===== config.mk =====
export PLATFORM = sky130hd
export DESIGN_NAME = stream_resp_cntl
export DESIGN_NICKNAME = d
export VERILOG_FILES = /design/src/rtl/stream_resp_cntl.sv
export SDC_FILE = /design/constraint.sdc
export NUM_CORES = 1
export LEC_CHECK = 0
export CAP_MARGIN = 30
export CORE_ASPECT_RATIO = 1.5
export CORE_MARGIN = 3
export CORE_UTILIZATION = 53
export CTS_BUF_LIST = sky130_fd_sc_hd__clkbuf_4 sky130_fd_sc_hd__clkbuf_8 sky130_fd_sc_hd__clkbuf_16
export CTS_CLUSTER_DIAMETER = 100
export DETAILED_ROUTE_END_ITERATION = 8
export PLACE_DENSITY = 0.81
export SYNTH_ARGS = -nofsm -noshare
export SYNTH_HDL_FRONTEND = slang
export SYNTH_SLANG_ARGS = --single-unit

===== constraint.sdc =====
create_clock -name clk -period 6.09 [get_ports clk]
set_input_delay 0.9135 -clock clk [delete_from_list [all_inputs] [get_ports clk]]
set_output_delay 0.9135 -clock clk [all_outputs]
set_load 0.01 [all_outputs]

===== src/rtl/stream_resp_cntl.sv =====
// Stream response controller: turns edge-triggered filter/input requests from a
// PE into buffer read bursts and a ready/valid word stream. Filter transfers have
// priority over input transfers, and each transfer reports completion on its own
// finish output.
//
// Read path: a registered read strobe, memory data one cycle later, then a
// presented output word (stream_* registers) backed by a 2-entry FIFO. A new read
// is issued only while FIFO occupancy plus the read still in flight is below 2.
// That bound keeps at most two reads outstanding, never overflows the FIFO if the
// consumer stalls, and still streams one word per cycle when stream_ready stays high.
module stream_resp_cntl #(
    parameter int DATA_W = 16,
    parameter int ADDR_W = 10
) (
    input  logic              clk,
    input  logic              rst,
    input  logic              Req_Stream_filter_valid,
    input  logic              Req_Stream_input_valid,
    input  logic [ADDR_W-1:0] filter_base,
    input  logic [ADDR_W-1:0] input_base,
    input  logic [ADDR_W-1:0] filter_len,
    input  logic [ADDR_W-1:0] input_len,
    output logic              mem_rd_en,
    output logic [ADDR_W-1:0] mem_rd_addr,
    input  logic [DATA_W-1:0] mem_rd_data,
    output logic              stream_valid,
    input  logic              stream_ready,
    output logic [DATA_W-1:0] stream_data,
    output logic              stream_is_filter,
    output logic [ADDR_W-1:0] stream_idx,
    output logic              Stream_filter_finish,
    output logic              Stream_input_finish_PE
);

    typedef enum logic [1:0] {
        S_IDLE   = 2'd0,
        S_FILTER = 2'd1,
        S_INPUT  = 2'd2
    } state_e;

    localparam logic [ADDR_W-1:0] ADDR_ZERO = {ADDR_W{1'b0}};
    localparam logic [ADDR_W-1:0] ADDR_ONE  = {{(ADDR_W-1){1'b0}}, 1'b1};

    // Registered state
    state_e            state_q, state_d;
    logic              req_f_q, req_i_q;
    logic              pend_f_q, pend_f_d;
    logic              pend_i_q, pend_i_d;
    logic [ADDR_W-1:0] len_q, len_d;
    logic [ADDR_W-1:0] left_q, left_d;
    logic [ADDR_W-1:0] rd_addr_q, rd_addr_d;
    logic              rd_en_q, rd_en_d;
    logic              rd_vld_q;
    logic [DATA_W-1:0] fifo_mem_q [2];
    logic              fifo_wp_q, fifo_wp_d;
    logic              fifo_rp_q, fifo_rp_d;
    logic [1:0]        fifo_cnt_q, fifo_cnt_d;
    logic              out_vld_q, out_vld_d;
    logic [DATA_W-1:0] out_data_q, out_data_d;
    logic              out_is_f_q, out_is_f_d;
    logic [ADDR_W-1:0] out_idx_q, out_idx_d;
    logic              fin_f_q, fin_f_d;
    logic              fin_i_q, fin_i_d;

    // Combinational control terms
    logic              filt_edge, inp_edge;
    logic              active, do_pop, xfer_done;
    logic              may_start, start_f, start_i, start_any;
    logic [ADDR_W-1:0] start_base, start_len;
    logic              out_free, fifo_pop, fifo_push;
    logic [2:0]        outstanding;

    // Request edges, transfer completion and next-transfer selection
    always_comb begin
        filt_edge  = Req_Stream_filter_valid & ~req_f_q;
        inp_edge   = Req_Stream_input_valid & ~req_i_q;
        active     = (state_q != S_IDLE);
        do_pop     = out_vld_q & stream_ready;
        // A zero-length transfer completes in its first cycle.
        xfer_done  = active & ((len_q == ADDR_ZERO) |
                               (do_pop & (out_idx_q == (len_q - ADDR_ONE))));
        may_start  = (state_q == S_IDLE) | xfer_done;
        start_f    = may_start & pend_f_q;
        start_i    = may_start & ~pend_f_q & pend_i_q;
        start_any  = start_f | start_i;
        start_base = start_f ? filter_base : input_base;
        start_len  = start_f ? filter_len : input_len;
    end

    // Output word register and FIFO bookkeeping
    always_comb begin
        out_free   = ~out_vld_q | do_pop;
        fifo_pop   = out_free & (fifo_cnt_q != 2'd0);
        // Arriving data bypasses the FIFO when the output slot is free and the FIFO is empty.
        fifo_push  = rd_vld_q & ~(out_free & (fifo_cnt_q == 2'd0));
        fifo_cnt_d = fifo_cnt_q + {1'b0, fifo_push} - {1'b0, fifo_pop};
        fifo_wp_d  = fifo_wp_q ^ fifo_push;
        fifo_rp_d  = fifo_rp_q ^ fifo_pop;
        out_vld_d  = out_vld_q;
        out_data_d = out_data_q;
        if (out_free) begin
            if (fifo_cnt_q != 2'd0) begin
                out_vld_d  = 1'b1;
                out_data_d = fifo_mem_q[fifo_rp_q];
            end else if (rd_vld_q) begin
                out_vld_d  = 1'b1;
                out_data_d = mem_rd_data;
            end else begin
                out_vld_d  = 1'b0;
            end
        end else begin
            out_vld_d  = out_vld_q;
        end
        if (start_any | xfer_done) begin
            out_idx_d = ADDR_ZERO;
        end else if (do_pop) begin
            out_idx_d = out_idx_q + ADDR_ONE;
        end else begin
            out_idx_d = out_idx_q;
        end
    end

    // Read issue: the first read launches on state entry, later reads are flow-controlled
    always_comb begin
        outstanding = {1'b0, fifo_cnt_d} + {2'b00, rd_en_q};
        len_d       = len_q;
        left_d      = left_q;
        rd_addr_d   = rd_addr_q;
        rd_en_d     = 1'b0;
        if (start_any) begin
            len_d     = start_len;
            rd_addr_d = start_base;
            rd_en_d   = (start_len != ADDR_ZERO);
            left_d    = (start_len != ADDR_ZERO) ? (start_len - ADDR_ONE) : ADDR_ZERO;
        end else if (active && (left_q != ADDR_ZERO) && (outstanding < 3'd2)) begin
            rd_en_d   = 1'b1;
            rd_addr_d = rd_addr_q + ADDR_ONE;
            left_d    = left_q - ADDR_ONE;
        end else begin
            rd_en_d   = 1'b0;
        end
    end

    // FSM next state, pending requests and completion status
    always_comb begin
        // An edge while the pending bit is set (or being consumed) is dropped.
        pend_f_d = start_f ? 1'b0 : (pend_f_q | filt_edge);
        pend_i_d = start_i ? 1'b0 : (pend_i_q | inp_edge);
        if (start_f) begin
            state_d = S_FILTER;
        end else if (start_i) begin
            state_d = S_INPUT;
        end else if (xfer_done) begin
            state_d = S_IDLE;
        end else begin
            state_d = state_q;
        end
        // Completion of a filter transfer wins over the clear from a back-to-back filter entry.
        if (xfer_done && (state_q == S_FILTER)) begin
            fin_f_d = 1'b1;
        end else if (start_f) begin
            fin_f_d = 1'b0;
        end else begin
            fin_f_d = fin_f_q;
        end
        fin_i_d = xfer_done & (state_q == S_INPUT);
        if (start_f) begin
            out_is_f_d = 1'b1;
        end else if (start_i) begin
            out_is_f_d = 1'b0;
        end else begin
            out_is_f_d = out_is_f_q;
        end
    end

    // State register update with synchronous reset
    always_ff @(posedge clk) begin
        if (rst) begin
            state_q       <= S_IDLE;
            req_f_q       <= 1'b0;
            req_i_q       <= 1'b0;
            pend_f_q      <= 1'b0;
            pend_i_q      <= 1'b0;
            len_q         <= ADDR_ZERO;
            left_q        <= ADDR_ZERO;
            rd_addr_q     <= ADDR_ZERO;
            rd_en_q       <= 1'b0;
            rd_vld_q      <= 1'b0;
            fifo_mem_q[0] <= {DATA_W{1'b0}};
            fifo_mem_q[1] <= {DATA_W{1'b0}};
            fifo_wp_q     <= 1'b0;
            fifo_rp_q     <= 1'b0;
            fifo_cnt_q    <= 2'd0;
            out_vld_q     <= 1'b0;
            out_data_q    <= {DATA_W{1'b0}};
            out_is_f_q    <= 1'b0;
            out_idx_q     <= ADDR_ZERO;
            fin_f_q       <= 1'b0;
            fin_i_q       <= 1'b0;
        end else begin
            state_q    <= state_d;
            req_f_q    <= Req_Stream_filter_valid;
            req_i_q    <= Req_Stream_input_valid;
            pend_f_q   <= pend_f_d;
            pend_i_q   <= pend_i_d;
            len_q      <= len_d;
            left_q     <= left_d;
            rd_addr_q  <= rd_addr_d;
            rd_en_q    <= rd_en_d;
            rd_vld_q   <= rd_en_q;
            if (fifo_push) begin
                fifo_mem_q[fifo_wp_q] <= mem_rd_data;
            end
            fifo_wp_q  <= fifo_wp_d;
            fifo_rp_q  <= fifo_rp_d;
            fifo_cnt_q <= fifo_cnt_d;
            out_vld_q  <= out_vld_d;
            out_data_q <= out_data_d;
            out_is_f_q <= out_is_f_d;
            out_idx_q  <= out_idx_d;
            fin_f_q    <= fin_f_d;
            fin_i_q    <= fin_i_d;
        end
    end

    assign mem_rd_en              = rd_en_q;
    assign mem_rd_addr            = rd_addr_q;
    assign stream_valid           = out_vld_q;
    assign stream_data            = out_data_q;
    assign stream_is_filter       = out_is_f_q;
    assign stream_idx             = out_idx_q;
    assign Stream_filter_finish   = fin_f_q;
    assign Stream_input_finish_PE = fin_i_q;

endmodule

==> results.json <==
{
  "outcome": "finished clean",
  "clk_pin_slew_ns": 0.07,
  "holdPathStages": 1,
  "hold_slack_ns": 0.485,
  "start_util": 0.554,
  "cts_tree": "yes",
  "synth_seq_area_share": 0.440,
  "tightest_slew_ns": 0.696,
  "core_region_area_um2": 9850,
  "power.share.clock": 0.250,
  "post_cts_buffers": 0,
  "grt_pass1_wl_mm": 21.6,
  "p_per_area_nw_per_um2": 375,
  "fin_skew_ns": 0.00631,
  "vias": 4684,
  "fin_crit_sh": 0.837,
  "hpwlAfterDp_mm": 9.74,
  "slew_headroom": 0.535,
  "routed_wirelength_mm": 13.2,
  "insertion_delay_ns": 0.35,
  "core.rowCount": 44,
  "area_growth_syn_to_layout_pct": 26.2,
  "vias_per_cell": 5.72,
  "numCtsBuffers": 9,
  "ys.warnings.count": 0,
  "ir_drop_mv": 0.264,
  "synth_top_area_share": 0.264,
  "synth_top_cell_by_area": "dfxtp_1",
  "synthFlopType": "dfxtp_1",
  "wire_per_inst_um": 16.2,
  "hold_viol": 0,
  "synth_seq_cells": 104,
  "synthTopCellsByArea": "dfxtp_1 26%, edfxtp_1 18%, nor2_1 7.0%, mux2i_1 4.6%, nand2_1 4.1%",
  "synthesis.area_um2": 5460,
  "die_h_um": 130,
  "io_pins": 102,
  "drtPass1Iterations": 4,
  "grt_overflow": 0,
  "cts-resized-gates": 0,
  "ctsHoldBuffers": 0,
  "cts.sinks": 104,
  "synthDistinctLibCells": 57,
  "grt_max_degree": 68,
  "grt_use_total": 0.240,
  "cellInternalPower_mw": 1.67,
  "pwr-share-seq": 0.363,
  "htreeDepth": 3,
  "r2r_cells": 17,
  "drive_gt1_frac": 0.0568,
  "crit_path_end_kind": "register",
  "antenna-diode-count": 0,
  "crit-reg2reg-launch": "len_q[0]$_SDFFE_PP0N_",
  "comb_power_share": 0.387,
  "rsz0062_at_grt": "no",
  "antenna_left": 0,
  "report.final.setup_viol": 0,
  "final-max-slew-violation-count": 0,
  "drc": 0,
  "setup.worst_path.class": "register to register",
  "clock-root-buffer": "clkbuf_16",
  "netlist_instances": 614,
  "cp.arrival_ns": 5.30,
  "cp-start-kind": "register",
  "max_freq_ghz": 0.196,
  "synth_enable_flop_cells": 32,
  "drv_cap": 0,
  "cp_max_fo": 12,
  "grt_pass1_vias": 4641,
  "antenna_found_initial": 0,
  "min_path_type": "register to register",
  "r2r_end": "left_q[4]$_SDFFE_PP0P_",
  "r2r_slack_ns": 0.99,
  "holdCritStartpoint": "state_q[0]$_SDFFE_PP0P_",
  "drtIter0Drc": 188,
  "worstSetupStartpoint": "len_q[0]$_SDFFE_PP0N_",
  "port_buffers": 101,
  "p_leak_nw": 2.58,
  "synth_fp_nets": 682,
  "p_sw_mw": 0.907,
  "gp_congestion": 0.903,
  "required_ns": 6.30,
  "async_reset_ff_frac": 0,
  "hold_end": "Stream_input_finish_PE$_SDFF_PP0_",
  "syn_avg_cell_area_um2": 8.89,
  "die_w_um": 88.9,
  "swShare": 0.352,
  "die-area_um2": 11600,
  "tns_ns": 0,
  "nets": 767,
  "fin_crit_ns": 5.10,
  "cts_buffer_depth": 2
}
-- metrics by stage --
| stage | instance area [um^2] | setup slack, ns | utilization | power (mW) | instances |
|---|---|---|---|---|---|
| after global routing | 6890 | 0.485 | 0.699 | 2.75 | 819 |
| after global placement | 6510 | 0.857 | 0.661 | 1.88 | 801 |
| final | 6890 | 0.993 | 0.699 | 2.58 | 819 |
| after CTS | 6860 | 0.997 | 0.696 | 2.58 | 818 |
| after detailed placement | 6530 | 0.759 | 0.663 | 1.93 | 802 |
| after floorplan | 5460 | 1.46 | - | 1.61 | 614 |
-- per-layer routing --
| layer | wire length (um) | share of wire | vias to the layer above | global-route usage |
|---|---|---|---|---|
| li1 | - | - | 2321 | - |
| met1 | 5160 | 0.39 | 2226 | 0.271 |
| met2 | 7280 | 0.55 | 119 | 0.435 |
| met3 | 498 | 0.038 | 18 | 0.0284 |
| met4 | 300 | 0.023 | 0 | 0.118 |
| met5 | 0 | 0 | - | 0 |
-- power groups by stage --
| stage | Clock (mW) | Combinational (mW) | Sequential, mW |
|---|---|---|---|
| finish | 0.645 | 0.999 | 0.937 |
| global placement | 0 | 0.917 | 0.962 |
| CTS | 0.655 | 0.969 | 0.958 |
| floorplan | 0 | 0.664 | 0.951 |
| detailed placement | 0 | 0.958 | 0.972 |
| global route | 0.683 | 1.11 | 0.951 |
-- layout by cell type, fill, tap and decap left out, drive strengths merged, types with 23 or more instances in the layout --
cell,n
and2,35
xor2,24
edfxtp,32
a21oi,34
mux2i,25
dfxtp,72
nor2,102
xnor2,23
nand2,59
clkdlybuf4s50,100
-- synth_stat cells, drive strengths merged, types with 7 or more instances --
cell and instances:
a211oi 21, a21oi 34, a311oi 17, and2 35, and3 8, buf 11
clkbuf 26, dfxtp 72, edfxtp 32, ha 7, inv 14, mux2i 25
nand2 59, nand2b 9, nand4 9, nor2 102, nor3 21, nor3b 7
xnor2 23, xor2 24
-- final cells by class --
cell class / count / area [um^2]
Clock buffer: 9 / 225
Clock inverter: 7 / 109
Fill cell: 765 / 2960
Inverter: 14 / 52.6
Multi-Input combinational cell: 459 / 2850
Sequential cell: 104 / 2400
Tap cell: 115 / 144
Timing Repair Buffer: 111 / 1110
-- flip-flops by register name (all words and copies together), names as in the netlist, 2 cells and up --
signal,cells
mem_rd_addr,10
stream_data,16
left_q,10
fifo_cnt_q,2
state_q,2
len_q,10
fifo_mem_q,32
stream_idx,10
-- how the worst max path moves through the flow --
stage,slack (ns),cells past startpoint,endpoint
5_1_grt,0.49,17,left_q[4]$_SDFFE_PP0P_
2_1_floorplan,1.46,21,left_q[4]$_SDFFE_PP0P_
4_1_cts,1.0,17,left_q[4]$_SDFFE_PP0P_
3_3_place_gp,0.86,15,left_q[4]$_SDFFE_PP0P_
3_5_place_dp,0.76,15,left_q[4]$_SDFFE_PP0P_
6_report,0.99,17,left_q[4]$_SDFFE_PP0P_
-- worst max-delay path, stage by stage, from the launching register on --
cell and delay (ns):
dfxtp_1 0.47, inv_1 0.10, ha_1 0.30, o21ba_1 0.20, a221oi_1 0.28, a41oi_1 0.09
nor4_1 0.47, a31o_1 0.50, mux2i_1 0.37, ha_1 0.27, inv_1 0.09, or4b_1 0.56
or3_1 0.37, nor3_1 0.15, mux2i_1 0.11, and2_1 0.27, a221oi_2 0.28, nor3_1 0.08
-- cell families after synthesis --
kind of cell,share of synthesized area
buf+inv,0.0401
fa+ha+maj,0.0160
flops,0.440
compound gates,0.132
xor+xnor,0.0754
mux,0.0458
simple gates,0.251
No activity file was read; power rests on OpenSTA's default activity.
==> edit 1: new RTL, same settings <==
Set the parameter `DATA_W` to 32 (it was 16).
--- a/src/rtl/stream_resp_cntl.sv
+++ b/src/rtl/stream_resp_cntl.sv
@@ -9,7 +9,7 @@
 // That bound keeps at most two reads outstanding, never overflows the FIFO if the
 // consumer stalls, and still streams one word per cycle when stream_ready stays high.
 module stream_resp_cntl #(
-    parameter int DATA_W = 16,
+    parameter int DATA_W = 32,
     parameter int ADDR_W = 10
 ) (
     input  logic              clk,
Interface: changed (resized mem_rd_data and stream_data); port bits go from 102 to 134. The function was not compared with the original's and may differ.
==> edit 1 against the original RTL <==
Non-clock buffer count grew 31. Via count grew 34%. Combinational power grew 35%. Die area grew 36%. Hold slack lost 0.0060 ns. Area after synthesis grew 38%. Largest cell class is now sequential cells. Largest power group is now sequential cells. Register-to-register slack gained 0.50 ns. Critical endpoint unchanged. Sequential cell count grew 48. Setup slack gained 0.46 ns. Total power grew 48%. Routed wire length grew 52%. Final area grew 40%.
==> edit 1: results (changes against the original RTL) <==
metric;value;unit;change
via/cell ratio;5.79;;was 5.72
leading post-synthesis cells by cell area;edfxtp_1, dfxtp_1, mux2i_1;;was dfxtp_1, edfxtp_1, nor2_1
post-cts gate resize count;0;;unchanged
Synth cell types;67;;was 57
crit-path leading delay family;compound AO/OA/AOI/OAI gates;;was simple AND/OR/NAND/NOR gates
sequential group share of total power;0.362;;was 0.363
dpl cell area;9040;µm²;was 6530 µm²
largest net degree at the start of global routing;65;;was 68
Final GP Congestion;0.939;;was 0.903
htree depth;4;;was 3
Clock Skew;0.0121;ns;was 0.00631 ns
critical path arrival;4.90;ns;was 5.30 ns
dpl hpwl;14200;µm;was 9740 µm
worst skew pair latency;0.43;ns;was 0.35 ns
slowest stage delay, CP;0.53;ns;was 0.56 ns
critical path's slowest cell;nand2_1;;was or4b_1
# nets final;964;;was 767
crit-path max FO;17;;was 12
top cell types by occurrence after synthesis;nor2_1, dfxtp_1, and2_1, edfxtp_1;;was nor2_1, dfxtp_1, nand2_1, and2_1
Internal;2.47;mW;was 1.67 mW
Ant. Diodes;0;;unchanged
Post-Place Cells;1050;;was 802
Slew Limit Headroom;0.352;;was 0.535
vias;6261;;was 4,684
sequential area share after synthesis;0.489;;was 0.440
syn nets;849;;was 682
VDD IR max;0.000246;V;was 0.000264 V
pre-CTS setup slack;1.13;ns;was 0.759 ns
Hold Path Class;flop to flop;;unchanged
status;finished, final reports clean;;unchanged
setup bufs post-CTS;0;;unchanged
port bufs;133;;was 101
All-Layer GR Usage;0.262;;was 0.240
initial detailed-routing violation count;275;;was 188
Mean Syn Cell Area;9.85;µm²;was 8.89 µm²
DR WL/cell;18.7;µm;was 16.2 µm
first-pass GRT wire length;32300;µm;was 21,600 µm
CTS Buf Count;17;;was 9
P_leak;3.59;nW;was 2.58 nW
vias in the first global route;6588;;was 4,641
Largest register FFs;64;;was 32
Critical Path Source;stream_ready;;was len_q[0]$_SDFFE_PP0N_
Hold Crit Start;stream_is_filter$_SDFFE_PP0N_;;was state_q[0]$_SDFFE_PP0P_
share of cells above drive strength 1;0.0649;;was 0.0568
initial antenna violation count;0;;unchanged
Pre-antenna DRT Iters;6;;was 4
Post-synth EDFFs;64;;was 32
-- edit 1: worst paths after layout --
check,end,slack [ns],cells past startpoint
max reg2reg,left_q[4]$_SDFFE_PP0P_,1.49,16
max,left_q[4]$_SDFFE_PP0P_,1.46,14
min reg2reg,stream_is_filter$_SDFFE_PP0N_,0.48,2
min,stream_is_filter$_SDFFE_PP0N_,0.48,2
-- edit 1: area by class of cell --
type                       instances  area, µm²
fill                            1044       4080
sequential                       152       3680
multi-input combinational        558       3660
timing repair buffer             142       1430
clock buffer                      18        433
tap                              189        236
clock inverter                    14        176
inverter                           9       33.8
-- edit 1: cell families after synthesis --
logic type	Yosys count	share of synthesized area
buffers and inverters	55	0.0301
adder cells (fa/ha/maj)	7	0.0116
multiplexers	55	0.0734
AO/OA/AOI/OAI	145	0.132
flip-flops	152	0.489
AND/OR/NAND/NOR	302	0.207
XOR/XNOR	49	0.0570
-- edit 1: power by group through the flow --
stage	registers [mW]	clock network (mW)	logic, mW
3_5_place_dp	1.41	0	1.35
5_1_grt	1.41	1.15	1.49
4_1_cts	1.39	1.10	1.35
3_3_place_gp	1.42	0	1.26
6_report	1.39	1.09	1.35
2_1_floorplan	1.40	0	0.852
-- edit 1: per-layer routing --
| layer | up-vias | GRT usage | part of all wire | wire [µm] |
|---|---|---|---|---|
| met1 | 2965 | 0.272 | 0.35 | 7090 |
| met2 | 249 | 0.484 | 0.55 | 11200 |
| met5 | - | 0 | 0 | 0 |
| met3 | 59 | 0.0486 | 0.052 | 1060 |
| met4 | 0 | 0.125 | 0.043 | 873 |
| li1 | 2988 | - | - | - |
==> edit 2: new RTL, config.mk and constraints unchanged <==
Made on the original files. Encoding of `state_e`: now one-hot (3 bits for 3 states).
--- a/src/rtl/stream_resp_cntl.sv
+++ b/src/rtl/stream_resp_cntl.sv
@@ -32,10 +32,10 @@
     output logic              Stream_input_finish_PE
 );
 
-    typedef enum logic [1:0] {
-        S_IDLE   = 2'd0,
-        S_FILTER = 2'd1,
-        S_INPUT  = 2'd2
+    typedef enum logic [2:0] {
+        S_IDLE   = 3'b001,
+        S_FILTER = 3'b010,
+        S_INPUT  = 3'b100
     } state_e;
 
     localparam logic [ADDR_W-1:0] ADDR_ZERO = {ADDR_W{1'b0}};
Function: same outputs for any inputs over 10 cycles, from zero or initial values and one cycle with rst high; not proved beyond that.
==> edit 2 against the original RTL <==
Setup slack gained 0.79 ns. Routed wire length increased by 0.31%. Count of clock-buffer cells in the layout is 1 higher. Final area down 0.36%. Sequential cell count grew 1. Total power rose by 9.9%. Area after synthesis increased by 0.48%. First-iteration DRC count is 6.4% higher.
==> edit 2: results (changes against the original RTL) <==
metric;value;unit;change
pre-CTS setup slack;1.44;ns;was 0.759 ns
DR WL/cell;16.7;µm;was 16.2 µm
dpl hpwl;9560;µm;was 9740 µm
Synth Area in Adders;0.0160;;about the same
vias in the first global route;4521;;was 4,641
GR Layer Usage met2;0.431;;was 0.435
crit-path max FO;6;;was 12
All-Layer GR Usage;0.236;;was 0.240
share of cells above drive strength 1;0.0618;;was 0.0568
initial detailed-routing violation count;200;;was 188
Synth Area in Compound Gates;0.128;;was 0.132
top cell types by occurrence after synthesis;nor2_1, dfxtp_1, a211oi_1, mux2i_1, and2_1;;was nor2_1, dfxtp_1, nand2_1, and2_1
Final GP Congestion;0.830;;was 0.903
first-pass GRT wire length;21400;µm;was 21,600 µm
largest net degree at the start of global routing;66;;was 68
CTS Buf Count;9;;unchanged
GRT met1 Usage;0.268;;was 0.271
VDD IR max;0.000228;V;was 0.000264 V
multiplexer share of the synthesized area;0.0714;;was 0.0458
root buf cell;clkbuf_16;;unchanged
vias;4581;;was 4,684
leading post-synthesis cells by cell area;dfxtp_1, edfxtp_1, mux2i_1;;was dfxtp_1, edfxtp_1, nor2_1
# nets final;743;;was 767
Synth cell types;55;;was 57
Worst Max-Slew Pin Slew;0.689;ns;was 0.696 ns
syn nets;655;;was 682
critical path arrival;4.53;ns;was 5.30 ns
Clock Skew;0.00942;ns;was 0.00631 ns
critical path's slowest cell;or3b_2;;was or4b_1
Synth Area in XOR/XNOR;0.0839;;was 0.0754
P_leak;2.52;nW;was 2.58 nW
mapped cell area;5490;µm²;was 5460 µm²
final-report setup violation count;0;;unchanged
status;finished, final reports clean;;unchanged
slowest stage delay, CP;0.54;ns;was 0.56 ns
sequential area share after synthesis;0.442;;was 0.440
met3 GRT Util;0.0383;;was 0.0284
edit 2: final timing paths:
check / startpoint / end / slack [ns] / cells past startpoint
setup reg to reg: len_q[0]$_SDFFE_PP0N_ / left_q[6]$_SDFFE_PP0P_ / 1.78 / 15
setup / recovery: len_q[0]$_SDFFE_PP0N_ / left_q[6]$_SDFFE_PP0P_ / 1.78 / 15
hold reg to reg: Stream_filter_finish$_SDFFE_PP0P_ / Stream_filter_finish$_SDFFE_PP0P_ / 0.47 / 2
hold / removal: Stream_filter_finish$_SDFFE_PP0P_ / Stream_filter_finish$_SDFFE_PP0P_ / 0.47 / 2
edit 2: stage by stage:
step                power (mW)  std cells  area, µm²  hold slack [ns]
finish                    2.84        795       6870            0.473
global route              3.03        795       6870            0.506
CTS                       2.85        795       6870            0.479
detailed placement        2.24        779       6560            0.466
global placement          2.19        778       6540            0.460
floorplan                 1.86        587       5490            0.461
edit 2: routing by layer:
metal	up-vias	wire, µm
li1	2265	-
met1	2163	5330
met2	125	7100
met3	28	488
met4	0	359
met5	-	0
edit 2: final cells by class:
type / instances / area, µm²
fill: 792 / 3040
multi-input combinational: 439 / 2870
sequential: 105 / 2420
timing repair buffer: 110 / 1080
clock buffer: 10 / 233
tap: 115 / 144
clock inverter: 6 / 75.1
inverter: 10 / 37.5
edit 2: critical path: cells and delay by family (launching register included):
kind                     cells  cell delay, ns
buffers and inverters        1            0.09
AND/OR/NAND/NOR              7            2.10
adder cells (fa/ha/maj)      2            0.56
AO/OA/AOI/OAI                3            0.49
multiplexers                 2            0.56
flip-flops                   1            0.38
edit 2: where the power goes:
group / switching [mW] / internal, mW / total (mW)
registers: 0.139 / 0.879 / 1.02
logic: 0.650 / 0.573 / 1.22
clock network: 0.266 / 0.329 / 0.595
total: 1.06 / 1.78 / 2.84
